===== config.mk =====
export PLATFORM = sky130hd
export DESIGN_NAME = decode_stage
export DESIGN_NICKNAME = d
export VERILOG_FILES = /design/src/rtl/decode_stage.sv
export SDC_FILE = /design/constraint.sdc
export NUM_CORES = 1
export LEC_CHECK = 0
export CORE_AREA = 2 2 127 129
export DETAILED_ROUTE_END_ITERATION = 16
export DIE_AREA = 0 0 129 131
export PLACE_DENSITY_LB_ADDON = 0.25
export SLEW_MARGIN = 20
export SYNTH_ARGS = -nofsm -noshare
export SYNTH_HDL_FRONTEND = slang
export SYNTH_SLANG_ARGS = --single-unit

===== constraint.sdc =====
create_clock -name clk -period 4.1 [get_ports clk]
set_input_delay 0.615 -clock clk [delete_from_list [all_inputs] [get_ports clk]]
set_output_delay 0.615 -clock clk [all_outputs]
set_load 0.02 [all_outputs]

===== src/rtl/decode_stage.sv =====
// ----------------------------------------------------------------------------
// decode_stage
//
// RV32I instruction-decode / operand-fetch stage that sits directly upstream of
// the register file.  The instruction is decoded combinationally, the register
// file read ports are driven in the same cycle, the immediate is formed and the
// writeback bypass is applied.  The result is then registered into an ID/EX
// pipeline register that has a valid/ready handshake on both sides.
//
// Parameters
//   BYPASS_EN     1: forward the writeback port onto operands, 0: raw RF data
//
// Ports
//   clk, reset                 clock, synchronous active-high reset
//   in_valid / in_ready        fetch-side handshake
//   in_instr, in_pc            instruction word and its PC
//   flush                      squash the ID/EX register (redirect)
//   rf_rs1/rf_rs2 (+_en)       register file read addresses and enables
//   rf_rs1_data/rf_rs2_data    register file read data (0 when not enabled)
//   wb_rd_en, wb_rd, wb_data   writeback port (also feeds the register file)
//   out_valid / out_ready      execute-side handshake
//   out_pc .. out_illegal      registered ID/EX payload
// ----------------------------------------------------------------------------
module decode_stage #(
    parameter bit BYPASS_EN = 1'b1
) (
    input  logic        clk,
    input  logic        reset,

    input  logic        in_valid,
    output logic        in_ready,
    input  logic [31:0] in_instr,
    input  logic [31:0] in_pc,

    input  logic        flush,

    output logic [4:0]  rf_rs1,
    output logic [4:0]  rf_rs2,
    output logic        rf_rs1_en,
    output logic        rf_rs2_en,
    input  logic [31:0] rf_rs1_data,
    input  logic [31:0] rf_rs2_data,

    input  logic        wb_rd_en,
    input  logic [4:0]  wb_rd,
    input  logic [31:0] wb_data,

    output logic        out_valid,
    input  logic        out_ready,
    output logic [31:0] out_pc,
    output logic [31:0] out_rs1_val,
    output logic [31:0] out_rs2_val,
    output logic [31:0] out_imm,
    output logic [4:0]  out_rd,
    output logic        out_rd_en,
    output logic [6:0]  out_opcode,
    output logic [2:0]  out_funct3,
    output logic        out_funct7b5,
    output logic        out_illegal
);

    // ------------------------------------------------------------------------
    // Opcodes
    // ------------------------------------------------------------------------
    localparam logic [6:0] OpcOp     = 7'b0110011;
    localparam logic [6:0] OpcOpImm  = 7'b0010011;
    localparam logic [6:0] OpcLoad   = 7'b0000011;
    localparam logic [6:0] OpcStore  = 7'b0100011;
    localparam logic [6:0] OpcBranch = 7'b1100011;
    localparam logic [6:0] OpcJalr   = 7'b1100111;
    localparam logic [6:0] OpcJal    = 7'b1101111;
    localparam logic [6:0] OpcLui    = 7'b0110111;
    localparam logic [6:0] OpcAuipc  = 7'b0010111;
    localparam logic [6:0] OpcFence  = 7'b0001111;
    localparam logic [6:0] OpcSystem = 7'b1110011;

    typedef enum logic [2:0] {
        ImmNone,
        ImmI,
        ImmS,
        ImmB,
        ImmU,
        ImmJ
    } imm_sel_e;

    // ------------------------------------------------------------------------
    // Combinational decode
    // ------------------------------------------------------------------------
    logic [6:0]  opcode;
    logic [4:0]  rd_field;
    logic        legal;
    logic        rs1_used;
    logic        rs2_used;
    logic        rd_used;
    logic        rd_write;
    imm_sel_e    imm_sel;
    logic [31:0] imm;

    assign opcode   = in_instr[6:0];
    assign rd_field = in_instr[11:7];

    // Every supported opcode ends in 2'b11, so a compressed or otherwise
    // malformed low pair falls into the default arm and is flagged illegal.
    // The default arm also leaves every enable low.
    always_comb begin
        legal    = 1'b1;
        rs1_used = 1'b0;
        rs2_used = 1'b0;
        rd_used  = 1'b0;
        imm_sel  = ImmNone;
        case (opcode)
            OpcOp: begin
                rs1_used = 1'b1;
                rs2_used = 1'b1;
                rd_used  = 1'b1;
            end
            OpcOpImm, OpcLoad: begin
                rs1_used = 1'b1;
                rd_used  = 1'b1;
                imm_sel  = ImmI;
            end
            OpcJalr: begin
                rs1_used = 1'b1;
                rd_used  = 1'b1;
                imm_sel  = ImmI;
            end
            OpcStore: begin
                rs1_used = 1'b1;
                rs2_used = 1'b1;
                imm_sel  = ImmS;
            end
            OpcBranch: begin
                rs1_used = 1'b1;
                rs2_used = 1'b1;
                imm_sel  = ImmB;
            end
            OpcJal: begin
                rd_used = 1'b1;
                imm_sel = ImmJ;
            end
            OpcLui, OpcAuipc: begin
                rd_used = 1'b1;
                imm_sel = ImmU;
            end
            OpcFence: begin
                imm_sel = ImmNone;
            end
            OpcSystem: begin
                imm_sel = ImmI;
            end
            default: begin
                legal = 1'b0;
            end
        endcase
    end

    // A write to x0 is architecturally discarded, so never advertise it.
    assign rd_write = rd_used && (rd_field != 5'd0);

    always_comb begin
        imm = 32'd0;
        case (imm_sel)
            ImmI:    imm = {{20{in_instr[31]}}, in_instr[31:20]};
            ImmS:    imm = {{20{in_instr[31]}}, in_instr[31:25], in_instr[11:7]};
            ImmB:    imm = {{19{in_instr[31]}}, in_instr[31], in_instr[7],
                            in_instr[30:25], in_instr[11:8], 1'b0};
            ImmU:    imm = {in_instr[31:12], 12'd0};
            ImmJ:    imm = {{11{in_instr[31]}}, in_instr[31], in_instr[19:12],
                            in_instr[20], in_instr[30:21], 1'b0};
            default: imm = 32'd0;
        endcase
    end

    // ------------------------------------------------------------------------
    // Register file read ports
    // ------------------------------------------------------------------------
    assign rf_rs1    = in_instr[19:15];
    assign rf_rs2    = in_instr[24:20];
    assign rf_rs1_en = rs1_used;
    assign rf_rs2_en = rs2_used;

    // ------------------------------------------------------------------------
    // Writeback bypass: the register file only shows a write on the cycle
    // after it happens, so a same-cycle writeback to a source is forwarded.
    // ------------------------------------------------------------------------
    logic        fwd_rs1;
    logic        fwd_rs2;
    logic [31:0] rs1_val;
    logic [31:0] rs2_val;

    assign fwd_rs1 = BYPASS_EN && rf_rs1_en && wb_rd_en &&
                     (wb_rd == rf_rs1) && (rf_rs1 != 5'd0);
    assign fwd_rs2 = BYPASS_EN && rf_rs2_en && wb_rd_en &&
                     (wb_rd == rf_rs2) && (rf_rs2 != 5'd0);

    always_comb begin
        rs1_val = 32'd0;
        rs2_val = 32'd0;
        if (rf_rs1_en) begin
            rs1_val = fwd_rs1 ? wb_data : rf_rs1_data;
        end
        if (rf_rs2_en) begin
            rs2_val = fwd_rs2 ? wb_data : rf_rs2_data;
        end
    end

    // ------------------------------------------------------------------------
    // ID/EX pipeline register
    // ------------------------------------------------------------------------
    logic accept;

    assign in_ready = !out_valid || out_ready;
    assign accept   = in_valid && in_ready;

    always_ff @(posedge clk) begin
        if (reset) begin
            out_valid    <= 1'b0;
            out_pc       <= 32'd0;
            out_rs1_val  <= 32'd0;
            out_rs2_val  <= 32'd0;
            out_imm      <= 32'd0;
            out_rd       <= 5'd0;
            out_rd_en    <= 1'b0;
            out_opcode   <= 7'd0;
            out_funct3   <= 3'd0;
            out_funct7b5 <= 1'b0;
            out_illegal  <= 1'b0;
        end else if (flush) begin
            // Payload is left stale; only the valid bit matters downstream.
            out_valid <= 1'b0;
        end else if (accept) begin
            out_valid    <= 1'b1;
            out_pc       <= in_pc;
            out_rs1_val  <= rs1_val;
            out_rs2_val  <= rs2_val;
            out_imm      <= imm;
            out_rd       <= rd_field;
            out_rd_en    <= rd_write;
            out_opcode   <= opcode;
            out_funct3   <= in_instr[14:12];
            out_funct7b5 <= in_instr[30];
            out_illegal  <= !legal;
        end else if (out_ready) begin
            out_valid <= 1'b0;
        end
    end

endmodule

==> results by group, run 1 <==
Run status
  – Status: complete, no violations

Clock network
  – Worst-path clk slew: approximately 0.06 ns
  – Sink Count: 147
  – PostCTS Resize Cnt: 0
  – CTS Buffer Depth: 2
  – H-Tree Depth: 4
  – CTS tree: yes
  – Postcts setup bufs: 0
  – Worst-Skew Late Latency: 0.42 ns
  – CTS buffer count: 17
  – Root Driver: clkbuf_16
  – CTS Hold Bufs: 0

Placement
  – # port buffers: 330
  – GP Congestion: 0.875
  – Dpl cells: about 1200
  – Detail Placement HPWL: 15200 µm

Layout
  – P&R area growth vs syn: 64.4%
  – Post-route insts no fill: 1252
  – Final Core Density: 65.2%
  – Ant. Diodes: 0
  – Layout cells sized above 1: 5.12%
  – Final nets: 1195
  – Fillers: roughly 1400

Yosys
  – Most numerous cell in the Yosys netlist: nand2_1
  – Post-synthesis average cell area: 8.54 µm²
  – Async S/R FF share, synth: 0%
  – Main synth FF type: dfxtp_1
  – Commonest cells post-synth: nand2_1 (179), dfxtp_1 (147), mux2i_1 (64)
  – Synth area leaders: dfxtp_1 (48%), nand2_1 (11%), mux2i_1 (10%)
  – YS warnings: 0
  – Syn Nets: 896
  – Seq cells post-synth: 147
  – Top cell type's share of synthesized area: 47.5%
  – Netlist Area Pre-Place: 6190 µm²
  – Synth Instances: 725
  – EDFF count, synth: 0
  – Sequential share of the synthesized area: 47.5%
  – Distinct cell type count after synthesis: 51
  – Cell taking the most area after synthesis: dfxtp_1

Timing
  – Final Hold Viols: 0
  – Max-slew violation count: 0
  – Max Freq: 315 MHz
  – Setup TNS: 0 ns
  – Final period demand of the worst path: 3.17 ns
  – Crit share post-route: 77.4%
  – Worst slew pin tran: approximately 0.8 ns
  – # setup viols final: 0
  – Rel. slew slack: 46.1%
  – RSZ-0062 raised after global routing: no
  – Setup Skew: roughly 0.0064 ns

Floorplan
  – Die height: 131 µm
  – Cell row count: between 40 and 50
  – Boundary Pins: ~330
  – Core Area: 15600 µm²
  – Die width: 129 µm
  – Initial core utilization: between 30% and 40%
  – Die area: 16900 µm²

Worst setup path
  – CP max stage cell: clkdlybuf4s50_1
  – CP Data Required Time: 3.48 ns
  – CP startpoint: in_instr[2]
  – Critical Path Fanout Max: 15
  – CP bufs+invs: 2
  – Reg2reg start: out_valid
  – Setup slack, reg-to-reg: ~2.1 ns
  – Critical path capture point type: primary output
  – Arr. time, crit path: between 2 and 3 ns
  – Startpoint types: input pin
  – Largest delay share family, worst path: buffers and inverters
  – Cell Chain, Critical Path: clkdlybuf4s50_1 -> and4bb_2 -> and3_1 -> clkdlybuf4s50_1
  – Critical Path Most Common Cell: clkdlybuf4s50_1
  – Crit Path Category: input pin to primary output
  – CP max stage delay: 0.68 ns

Pwr
  – Cell Pwr Density: 349 nW/µm²
  – Max rail drop VDD: 0.259 mV
  – Lkg Pwr: 3.64 nW

Drt
  – DR pass1 iterations: 5
  – Routed WL: between 20000 and 25000 µm
  – Via-to-Cell Ratio: 4.93
  – DRC: 0
  – Routed via count: 6178
  – WL per Instance: roughly 16 µm
  – ANT nets after route: 0
  – Iteration-0 DRC Markers: 345

GRT
  – Initial antenna violation count: 0
  – First-pass GRT wire length: 30600 µm
  – Gr ovfl total: 0
  – Gr usage total: between 20% and 30%
  – Vias in the first global route: between 5000 and 6000
  – Largest net degree at the start of global routing: 63

Job
  – Maxcap violations: 0

Worst hold path
  – Hold_sp: out_rs2_val[2]
  – Hold Path Class: register to register
[area by class of cell]
class / count / area, µm² / area share [%]
inverter: 4 / 15.0 / 0.148
clock buffer: 20 / 447 / 4.39
clock inverter: 11 / 160 / 1.57
multi-input combinational: 512 / 2940 / 28.9
timing repair buffer: 342 / 3400 / 33.4
sequential: 147 / 2940 / 28.9
tap: 216 / 270 / 2.66
[worst min-delay path: cells and delay by family (launching register included)]
| family | cells | cell delay (ns) |
|---|---|---|
| DFF | 1 | 0.30 |
| AOI/OAI and AO/OA | 1 | 0.05 |
| and+or+nand+nor | 1 | 0.04 |
[path summary, 6_finish.rpt]
path / endpoint / depth (start not counted)
setup / recovery: rf_rs2_en / 4
hold / removal: out_rs2_val[2] / 2
setup reg to reg: out_funct3[1] / 6
hold reg to reg: out_rs2_val[2] / 2
[layer usage]
layer  part of all wire (%)  track usage, %  routed length (µm)  vias to the layer above
li1                       -               -                   -                     3089
met1                     41            28.7                8430                     2848
met2                     50            39.1               10300                      209
met3                    7.4            7.33                1520                       32
met4                    2.2            8.82                 449                        0
met5                      0               0                   0                        -
[placed cells by master (no fill, tap or decap), drive strengths merged, types with 5 or more instances in the layout]
master and instances:
a21o 12, clkbuf 20, dfxtp 147, clkinv 5, nor3 6, a22oi 7
nor2 21, o21ai 85, mux2i 64, a21oi 62, buf 13, a22o 11
xor2 6, nand2 179, clkdlybuf4s50 329, and2 9
[cell families (layout without fill, tap and decap cells)]
family	count (synthesis)	after routing	synth area share, %
compound gates	197	197	18.8
xor+xnor	9	9	1.27
buf+inv	66	377	5.30
flops	147	147	47.5
mux	65	65	10.5
simple gates	241	241	16.6
[through the flow]
stage | power, W | worst slack (ns) | hold slack [ns] | instance area (µm²)
floorplan | 0.00169 | 2.18 | 0.526 | 6190
global placement | 0.00196 | 0.993 | 0.434 | 9570
detailed placement | 0.00197 | 0.951 | 0.440 | 9570
CTS | 0.00358 | 0.956 | 0.448 | 10200
global route | 0.00367 | 0.861 | 0.458 | 10200
finish | 0.00355 | 0.926 | 0.442 | 10200
[sequential cells by signal (all words and copies together), names as in the netlist]
signal / count
out_funct3: 3
out_funct7b5: 1
out_illegal: 1
out_imm: 32
out_opcode: 7
out_pc: 32
out_rd: 5
out_rd_en: 1
out_rs1_val: 32
out_rs2_val: 32
out_valid: 1
[where the power goes]
group / total [W] / switching [W] / internal, W
logic: 0.000464 / 0.000210 / 0.000254
registers: 0.00147 / 0.0000130 / 0.00146
clock network: 0.00162 / 0.000593 / 0.00102
Note: power is estimated with default switching activity, not from simulation.
==> run 2, diff against run 1 <==
- CORE_AREA: 2 2 127 129 -> not set
- CORE_MARGIN: not set -> 2
- CORE_UTILIZATION: not set -> 36
- DIE_AREA: 0 0 129 131 -> not set
- clock period: 4.1 -> 2.86 ns (I/O delays scaled with it)
==> results by group, run 2 (synthesized netlist as in run 1, its figures left out) <==
Placement
  – # port buffers: 330 (unchanged)
  – Detail Placement HPWL: 16800 µm (was 15200 µm)
  – Dpl cells: 1238 (was 1221)
  – GP Congestion: 0.843 (was 0.875)

Timing
  – Max-slew violation count: 0 (unchanged)
  – Crit share post-route: 89.0%
  – Max Freq: 393 MHz
  – Setup TNS: 0 ns (unchanged)
  – Worst slew pin tran: 0.569 ns (was 0.808 ns)
  – Final period demand of the worst path: between 2 and 3 ns
  – Final Hold Viols: 0 (unchanged)
  – Setup Skew: 0.00647 ns (was 0.00637 ns)
  – # setup viols final: 0 (unchanged)
  – RSZ-0062 raised after global routing: no (unchanged)
  – Rel. slew slack: 62.0% (was 46.1%)

Layout
  – FF+latch area: 2940 µm² (unchanged)
  – Ant. Diodes: 0 (unchanged)
  – Area of the multi-input gates: 2940 µm² (unchanged)
  – Post-route insts no fill: 1269 (was 1252)
  – Most frequent cells in the layout: clkdlybuf4s50_1 (329), nand2_1 (179), dfxtp_1 (147) (unchanged)
  – Layout cells sized above 1: 6.29% (was 5.12%)
  – Fillers: 1520 (was 1369)
  – Most common cell after layout, fill and taps aside: clkdlybuf4s50_1 (unchanged)
  – Final nets: 1208 (was 1195)
  – P&R area growth vs syn: 65.9% (was 64.4%)

Worst setup path
  – CP Data Required Time: 2.43 ns (was 3.48 ns)
  – Reg2reg start: out_valid (unchanged)
  – Cell count along the critical path: 5 (was 4)
  – Arr. time, crit path: 2.12 ns (was 2.56 ns)
  – CP startpoint: in_instr[3] (was in_instr[2])
  – CP max stage delay: 0.60 ns (was 0.68 ns)
  – Cell Chain, Critical Path: clkdlybuf4s50_1 -> buf_4 -> and3b_1 -> o21a_1 -> clkdlybuf4s50_1 (was clkdlybuf4s50_1 -> and4bb_2 -> and3_1 -> clkdlybuf4s50_1)
  – Reg2reg end: out_rs1_val[0] (was out_funct3[1])
  – Critical Path Fanout Max: 10 (was 15)
  – CP bufs+invs: 3 (was 2)
  – Crit Path Category: input pin to primary output (unchanged)
  – Critical path capture point type: primary output (unchanged)
  – Critical Path Most Common Cell: clkdlybuf4s50_1 (unchanged)
  – CP max stage cell: clkdlybuf4s50_1 (unchanged)
  – Startpoint types: input pin (unchanged)
  – End of the critical path: rf_rs1_en (was rf_rs2_en)
  – Largest delay share family, worst path: buffers and inverters (unchanged)
  – R2r worst-path depth: 6 (unchanged)
  – Setup slack, reg-to-reg: 0.99 ns (was 2.09 ns)

Floorplan
  – Cell row count: 47 (was 46)
  – Core Area: 16700 µm² (was 15600 µm²)
  – Die height: 135 µm (was 131 µm)
  – Boundary Pins: 331 (unchanged)
  – Die area: 18300 µm² (was 16900 µm²)
  – Die width: 135 µm (was 129 µm)
  – Initial core utilization: 37.1% (was 39.7%)

Clock network
  – Worst-Skew Late Latency: 0.42 ns (about the same)
  – Root Driver: clkbuf_16 (unchanged)
  – CTS Hold Bufs: 0 (unchanged)
  – CTS buffer count: 17 (unchanged)
  – CTS tree: yes (unchanged)
  – H-Tree Depth: 4 (unchanged)
  – Worst-path clk slew: 0.06 ns (about the same)
  – CTS Buffer Depth: 2 (unchanged)
  – PostCTS Resize Cnt: 0 (unchanged)
  – Postcts setup bufs: 0 (unchanged)
  – Sink Count: 147 (unchanged)

Worst hold path
  – Hold Path Class: input pin to register (was register to register)

GRT
  – Initial antenna violation count: 0 (unchanged)
  – Gr ovfl total: 0 (unchanged)
  – Vias in the first global route: 6027 (was 5708)
  – Largest net degree at the start of global routing: 41 (was 63)
  – Gr usage total: 24.1% (was 23.5%)
  – First-pass GRT wire length: 34000 µm (was 30600 µm)

Drt
  – Routed via count: 6359 (was 6178)
  – DR pass1 iterations: 5 (unchanged)
  – Via-to-Cell Ratio: 5.01 (was 4.93)
  – WL met3: 1710 µm (was 1520 µm)
  – Top routing layer in use: met4 (unchanged)
  – Met2 WL: 11100 µm (was 10300 µm)
  – DRC: 0 (unchanged)
  – Iteration-0 DRC Markers: 296 (was 345)
  – WL per Instance: 17.7 µm (was 16.5 µm)
  – ANT nets after route: 0 (unchanged)
  – M1 wire length: 9300 µm (was 8430 µm)
  – Routed WL: 22500 µm (was 20600 µm)

Pwr
  – Overall Power: 0.00488 W (was 0.00355 W)
  – Lkg Pwr: 3.68 nW (was 3.64 nW)
  – Cell Pwr Density: 475 nW/µm² (was 349 nW/µm²)
  – Max rail drop VDD: 0.385 mV (was 0.259 mV)

Job
  – Maxcap violations: 0 (unchanged)

Run status
  – Status: complete, no violations (unchanged)
## run 2: layer usage
| layer | up-vias | GRT usage, % |
|---|---|---|
| li1 | 3115 | - |
| met1 | 2970 | 29.4 |
| met2 | 252 | 41.2 |
| met3 | 22 | 6.98 |
| met4 | 0 | 7.41 |
| met5 | - | 0 |
## run 2: how the worst min path moves through the flow
stage	startpoint	endpoint	slack [ns]	depth (start not counted)
after detailed placement	out_rs1_val[20]	out_rs1_val[20]	0.44	2
after floorplan	flush	out_valid	0.51	1
final	reset	out_pc[7]	0.43	2
after global placement	out_rs2_val[23]	out_rs2_val[23]	0.43	2
after CTS	reset	out_pc[6]	0.42	2
after global routing	reset	out_pc[13]	0.44	2
## run 2: through the flow
| stage | setup slack (ns) | instance area (µm²) | hold slack [ns] | utilization [%] |
|---|---|---|---|---|
| final | 0.315 | 10300 | 0.429 | 61.5 |
| after global routing | 0.238 | 10300 | 0.441 | 61.5 |
| after CTS | 0.299 | 10300 | 0.422 | 61.5 |
| after detailed placement | 0.266 | 9720 | 0.440 | 58.2 |
| after global placement | 0.279 | 9720 | 0.433 | 58.2 |
| after floorplan | 1.08 | 6190 | 0.508 | - |
## run 2: cell type report
class                      instances  area share (%)
tap                              220            2.68
clock buffer                      21            4.49
clock inverter                    10           0.829
timing repair buffer             355            34.6
inverter                           4           0.146
multi-input combinational        512            28.6
sequential                       147            28.7
## run 2: power by group
part	internal (W)	switching, W	leakage (nW)	total, W
combinational	0.000380	0.000315	2.23	0.000695
clock	0.00123	0.000848	0.261	0.00208
sequential	0.00209	0.0000194	1.19	0.00211
